<file path="src/rtl/serial_rx_fifo.sv">
// Receive-side first-word-fall-through FIFO behind the serial receiver, with
// edge-detected byte/error strobes, sticky status and a saturating error counter.
module serial_rx_fifo #(
    parameter int DEPTH_LOG2 = 4
) (
    input  logic                  clk,
    input  logic                  rst_x,
    input  logic [7:0]            i_data,
    input  logic                  i_valid,
    input  logic                  i_error,
    input  logic                  i_ready,
    input  logic                  i_clear,
    output logic [7:0]            o_data,
    output logic                  o_valid,
    output logic [DEPTH_LOG2:0]   o_count,
    output logic                  o_overflow,
    output logic                  o_frame_error,
    output logic [7:0]            o_error_count
);

    localparam int DEPTH = 2 ** DEPTH_LOG2;
    localparam logic [DEPTH_LOG2:0] FULL_COUNT = (DEPTH_LOG2 + 1)'(DEPTH);

    logic [7:0]            mem [DEPTH];
    logic [DEPTH_LOG2-1:0] wr_ptr;
    logic [DEPTH_LOG2-1:0] rd_ptr;
    logic [DEPTH_LOG2:0]   count;
    logic                  v_d;
    logic                  e_d;

    logic push_ev;
    logic err_ev;
    logic full;
    logic pop;
    logic push_req;
    logic write;

    // An error edge claims the frame, so a valid edge in the same cycle is dropped.
    assign push_ev  = i_valid & ~v_d;
    assign err_ev   = i_error & ~e_d;
    assign full     = (count == FULL_COUNT);
    assign pop      = o_valid & i_ready & ~i_clear;
    assign push_req = push_ev & ~err_ev & ~i_clear;
    assign write    = push_req & (~full | pop);

    assign o_valid = (count != '0);
    assign o_count = count;
    assign o_data  = o_valid ? mem[rd_ptr] : 8'h00;

    // The edge registers keep tracking through a clear so a held level cannot re-fire.
    always_ff @(posedge clk or negedge rst_x) begin
        if (!rst_x) begin
            v_d <= 1'b0;
            e_d <= 1'b0;
        end else begin
            v_d <= i_valid;
            e_d <= i_error;
        end
    end

    // NOTE: storage has no reset; stale entries are never visible because o_data is gated by o_valid.
    always_ff @(posedge clk) begin
        if (write) begin
            mem[wr_ptr] <= i_data;
        end
    end

    always_ff @(posedge clk or negedge rst_x) begin
        if (!rst_x) begin
            wr_ptr        <= '0;
            rd_ptr        <= '0;
            count         <= '0;
            o_overflow    <= 1'b0;
            o_frame_error <= 1'b0;
            o_error_count <= 8'h00;
        end else if (i_clear) begin
            wr_ptr        <= '0;
            rd_ptr        <= '0;
            count         <= '0;
            o_overflow    <= 1'b0;
            o_frame_error <= 1'b0;
            o_error_count <= 8'h00;
        end else begin
            if (write) begin
                wr_ptr <= wr_ptr + 1'b1;
            end
            if (pop) begin
                rd_ptr <= rd_ptr + 1'b1;
            end
            if (write && !pop) begin
                count <= count + 1'b1;
            end else if (pop && !write) begin
                count <= count - 1'b1;
            end
            if (push_req && full && !pop) begin
                o_overflow <= 1'b1;
            end
            if (err_ev) begin
                o_frame_error <= 1'b1;
                if (o_error_count != 8'hff) begin
                    o_error_count <= o_error_count + 1'b1;
                end
            end
        end
    end

endmodule

</file>
<file path="config.mk">
export PLATFORM = sky130hd
export DESIGN_NAME = serial_rx_fifo
export DESIGN_NICKNAME = d
export VERILOG_FILES = /design/src/rtl/serial_rx_fifo.sv
export SDC_FILE = /design/constraint.sdc
export NUM_CORES = 1
export LEC_CHECK = 0
export ABC_CLOCK_PERIOD_IN_PS = 3800
export CAP_MARGIN = 5
export CORE_MARGIN = 5
export CORE_UTILIZATION = 59
export DETAILED_ROUTE_END_ITERATION = 6
export PLACE_DENSITY = 0.79
export SLEW_MARGIN = 20
export SYNTH_ARGS = -nofsm -noshare
export SYNTH_HDL_FRONTEND = slang
export SYNTH_SLANG_ARGS = --single-unit
</file>
<file path="constraint.sdc">
create_clock -name clk -period 3.8 [get_ports clk]
set_input_delay 0.57 -clock clk [delete_from_list [all_inputs] [get_ports clk]]
set_output_delay 0.57 -clock clk [all_outputs]
set_load 0.01 [all_outputs]
</file>
==> summary.txt <==
Routing
  • Initial DRC Count: 235
  • Antenna Nets Post-Route: 0
  • Drt via density: 6.02
  • Drt first pass iters: 4
  • Residual DRC: 0
  • Vias: roughly 3300
  • WL per Instance: around 24 microns
  • Final WL: 12900 microns

Timing
  • Final min period: about 3600 ps
  • Pins Over Slew Limit: 0
  • Final worst slack: 247 ps
  • Maximum clock rate: approximately 0.28 GHz
  • Slew headroom: 0.516
  • Worst-margin pin slew: between 700 and 800 ps
  • Final setup violation count: 0
  • Final Cycle Share: 0.935
  • Final Hold Viols: 0
  • Setup Skew: roughly 9 ps
  • Setup TNS: 0 ps
  • RSZ-0062 raised after global routing: no

Final layout
  • Fin nets: approximately 420
  • Area of the multi-input gates: 0.00187 sq mm
  • Ant diodes: 0
  • Share of cells above drive strength 1: 0.171
  • Reg area: approximately 0.0045 sq mm
  • Util after Layout: 0.695
  • FILL cells: 665
  • Area Overhead vs Synth: 15.4%
  • Finished Layout Cells: 544

CTS
  • Worst skew pair latency: roughly 520 ps
  • H-tree depth reported by CTS: 4
  • CTS buffer count: 17
  • Cts repair resizes: 0
  • Postcts setup bufs: 0
  • Root buffer cell: clkbuf_8
  • Clk slew on worst S/H paths: roughly 60 ps
  • Clock Path Buffers: 2
  • TritonCTS clock tree: yes
  • Hold-fix buffers, CTS: 0
  • Clock sinks: approximately 150

Logic synthesis
  • Mapped Area: around 0.0065 sq mm
  • Area contributors post-synth: edfxtp_1 (59%), dfrtp_1 (9.6%), mux4_2 (9.3%), mux4_1 (5.2%), and2_1 (2.4%)
  • Sequential fraction of the synthesis area: 0.684
  • Top-count cell post-synth: edfxtp_1
  • Seq cells post-synth: around 150
  • Commonest cells in the netlist: edfxtp_1 (128), mux4_2 (27), and2_1 (25), dfrtp_1 (25), nor2_1 (19)
  • Area share of the largest cell type after synthesis: 0.588
  • Syn nets: 369
  • Avg Inst Size Synth: ~19 sq um
  • Top FF cell, synth: edfxtp_1
  • Post-synth EDFFs: about 130
  • Mapped Cells: 344
  • Yosys top cell by area: edfxtp_1
  • Distinct cells, synth: between 40 and 50
  • FFs w/ async S/R, synth: 0.163
  • Yosys warning count: 0

Placed design
  • Dpl ws: 369 ps
  • Placed Cells: between 500 and 600
  • PortBufs: 37
  • Gpl congestion: around 0.86
  • DP HPWL: roughly 7500 microns

Power
  • Power Internal: 3360 uW
  • Maximum vdd drop: about 370 uV
  • Logic pwr share: 0.227
  • Net Sw Power: ~1200 uW
  • Leak: between 0.002 and 0.003 uW
  • Seq pwr share: 0.424
  • Clock power frac: 0.349
  • Pwr dens: between 600 and 700 mW/mm^2
  • Switching Share: 0.259

GRT
  • Vias in the first global route: roughly 3400
  • First-pass GRT wire length: roughly 20000 microns
  • Largest net degree at the start of global routing: 36
  • Gr usage total: 0.215
  • Total grt overflow: 0
  • Initial antenna violation count: 0

Worst setup path
  • WP data required: about 3200 ps
  • Peak per-stage delay on the critical path: between 600 and 700 ps
  • CP arrival: ~3000 ps
  • Worst path depth: 5
  • Critical path peak fanout: 35
  • Crit-path leading delay family: multiplexers
  • Slowest cell on crit path: mux4_1
  • Worst Reg2Reg Path Length in Cells: 9
  • Worst path bufs/invs: 2
  • Startpoint types: register
  • Critical path endpoint category: output port
  • CP Class: reg -> out
  • Cells along the critical path: buf_12 -> mux4_1 -> mux4_2 -> and2_1 -> clkdlybuf4s50_1

Die
  • Row Count: 38
  • Die X: roughly 120 microns
  • Ports: 38
  • Initial Utilization: 0.603
  • Total die area: 0.0133 sq mm
  • Core area: about 0.011 sq mm
  • Die Y: about 120 microns

Run
  • Max-cap violations: 0

Min path
  • HP Class: in -> async

Status
  • Status: finished clean
cells by family after synthesis:
logic type | count (synthesis) | share of synthesized area
flip-flops | 153 | 0.684
AND/OR/NAND/NOR | 77 | 0.0636
multiplexers | 46 | 0.156
buffers and inverters | 22 | 0.0295
AO/OA/AOI/OAI | 21 | 0.0262
XOR/XNOR | 14 | 0.0188
adder cells (fa/ha/maj) | 11 | 0.0222
layout make-up:
class / instances / area share
tap: 140 / 0.0232
multi-input combinational: 169 / 0.248
inverter: 6 / 0.00299
timing repair buffer: 44 / 0.0578
clock inverter: 15 / 0.0196
clock buffer: 17 / 0.0550
sequential: 153 / 0.593
placed cells by master, fill, tap and decap left out, types with 2 or more instances in the layout:
| cell type | n |
|---|---|
| a21oi_1 | 5 |
| and2_1 | 25 |
| and3_1 | 5 |
| buf_4 | 6 |
| bufinv_16 | 2 |
| clkbuf_16 | 16 |
| clkdlybuf4s50_1 | 37 |
| clkinv_1 | 3 |
| clkinv_2 | 2 |
| clkinv_4 | 2 |
| clkinvlp_4 | 3 |
| dfrtp_1 | 24 |
| edfxtp_1 | 128 |
| ha_1 | 10 |
| inv_1 | 6 |
| inv_6 | 3 |
| mux2_1 | 4 |
| mux4_1 | 13 |
| mux4_2 | 27 |
| nand2_1 | 8 |
| nand3_1 | 5 |
| nand4_1 | 2 |
| nor2_1 | 19 |
| nor3_1 | 3 |
| nor3b_1 | 2 |
| o2111ai_1 | 3 |
| o211ai_1 | 3 |
| o21ai_0 | 2 |
| xnor2_1 | 4 |
| xor2_1 | 10 |
power by group through the flow:
stage | Clock [uW] | Sequential (uW) | Combinational [uW]
2_1_floorplan | 0 | 1950 | 728
3_3_place_gp | 0 | 1950 | 1010
3_5_place_dp | 0 | 1950 | 1020
4_1_cts | 1600 | 1920 | 1040
5_1_grt | 1690 | 1930 | 1100
6_report | 1580 | 1920 | 1030
metal layers:
layer / share of wire / global-route usage / vias up
met2: 0.51 / 0.350 / 120
met5: 0 / 0 / -
li1: - / - / 1471
met3: 0.089 / 0.0621 / 9
met4: 0.0098 / 0.0720 / 0
met1: 0.39 / 0.281 / 1677
flip-flops by register name, summed over array words and instances, names as in the netlist:
signal         flops
e_d                1
mem              128
o_count            5
o_error_count      8
o_frame_error      1
o_overflow         1
rd_ptr             4
v_d                1
wr_ptr             4
through the flow:
step	area (sq um)	power [uW]	hold slack, ps
2_1_floorplan	6530	2680	274
3_3_place_gp	6970	2960	505
3_5_place_dp	6970	2980	521
4_1_cts	7540	4560	289
5_1_grt	7540	4720	307
6_report	7540	4530	304
worst paths after layout:
path / slack (ps) / start / endpoint
setup / recovery: 250 / rd_ptr[0] / o_data[3]
hold / removal: 300 / rst_x / o_error_count[5]
setup reg to reg: 800 / o_count[1] / o_count[4]
hold reg to reg: 530 / o_frame_error / o_frame_error
max in group asynchronous: 2920 / rst_x / rd_ptr[0]
min in group clk: 530 / o_frame_error / o_frame_error
No activity file was read; power rests on OpenSTA's default activity.
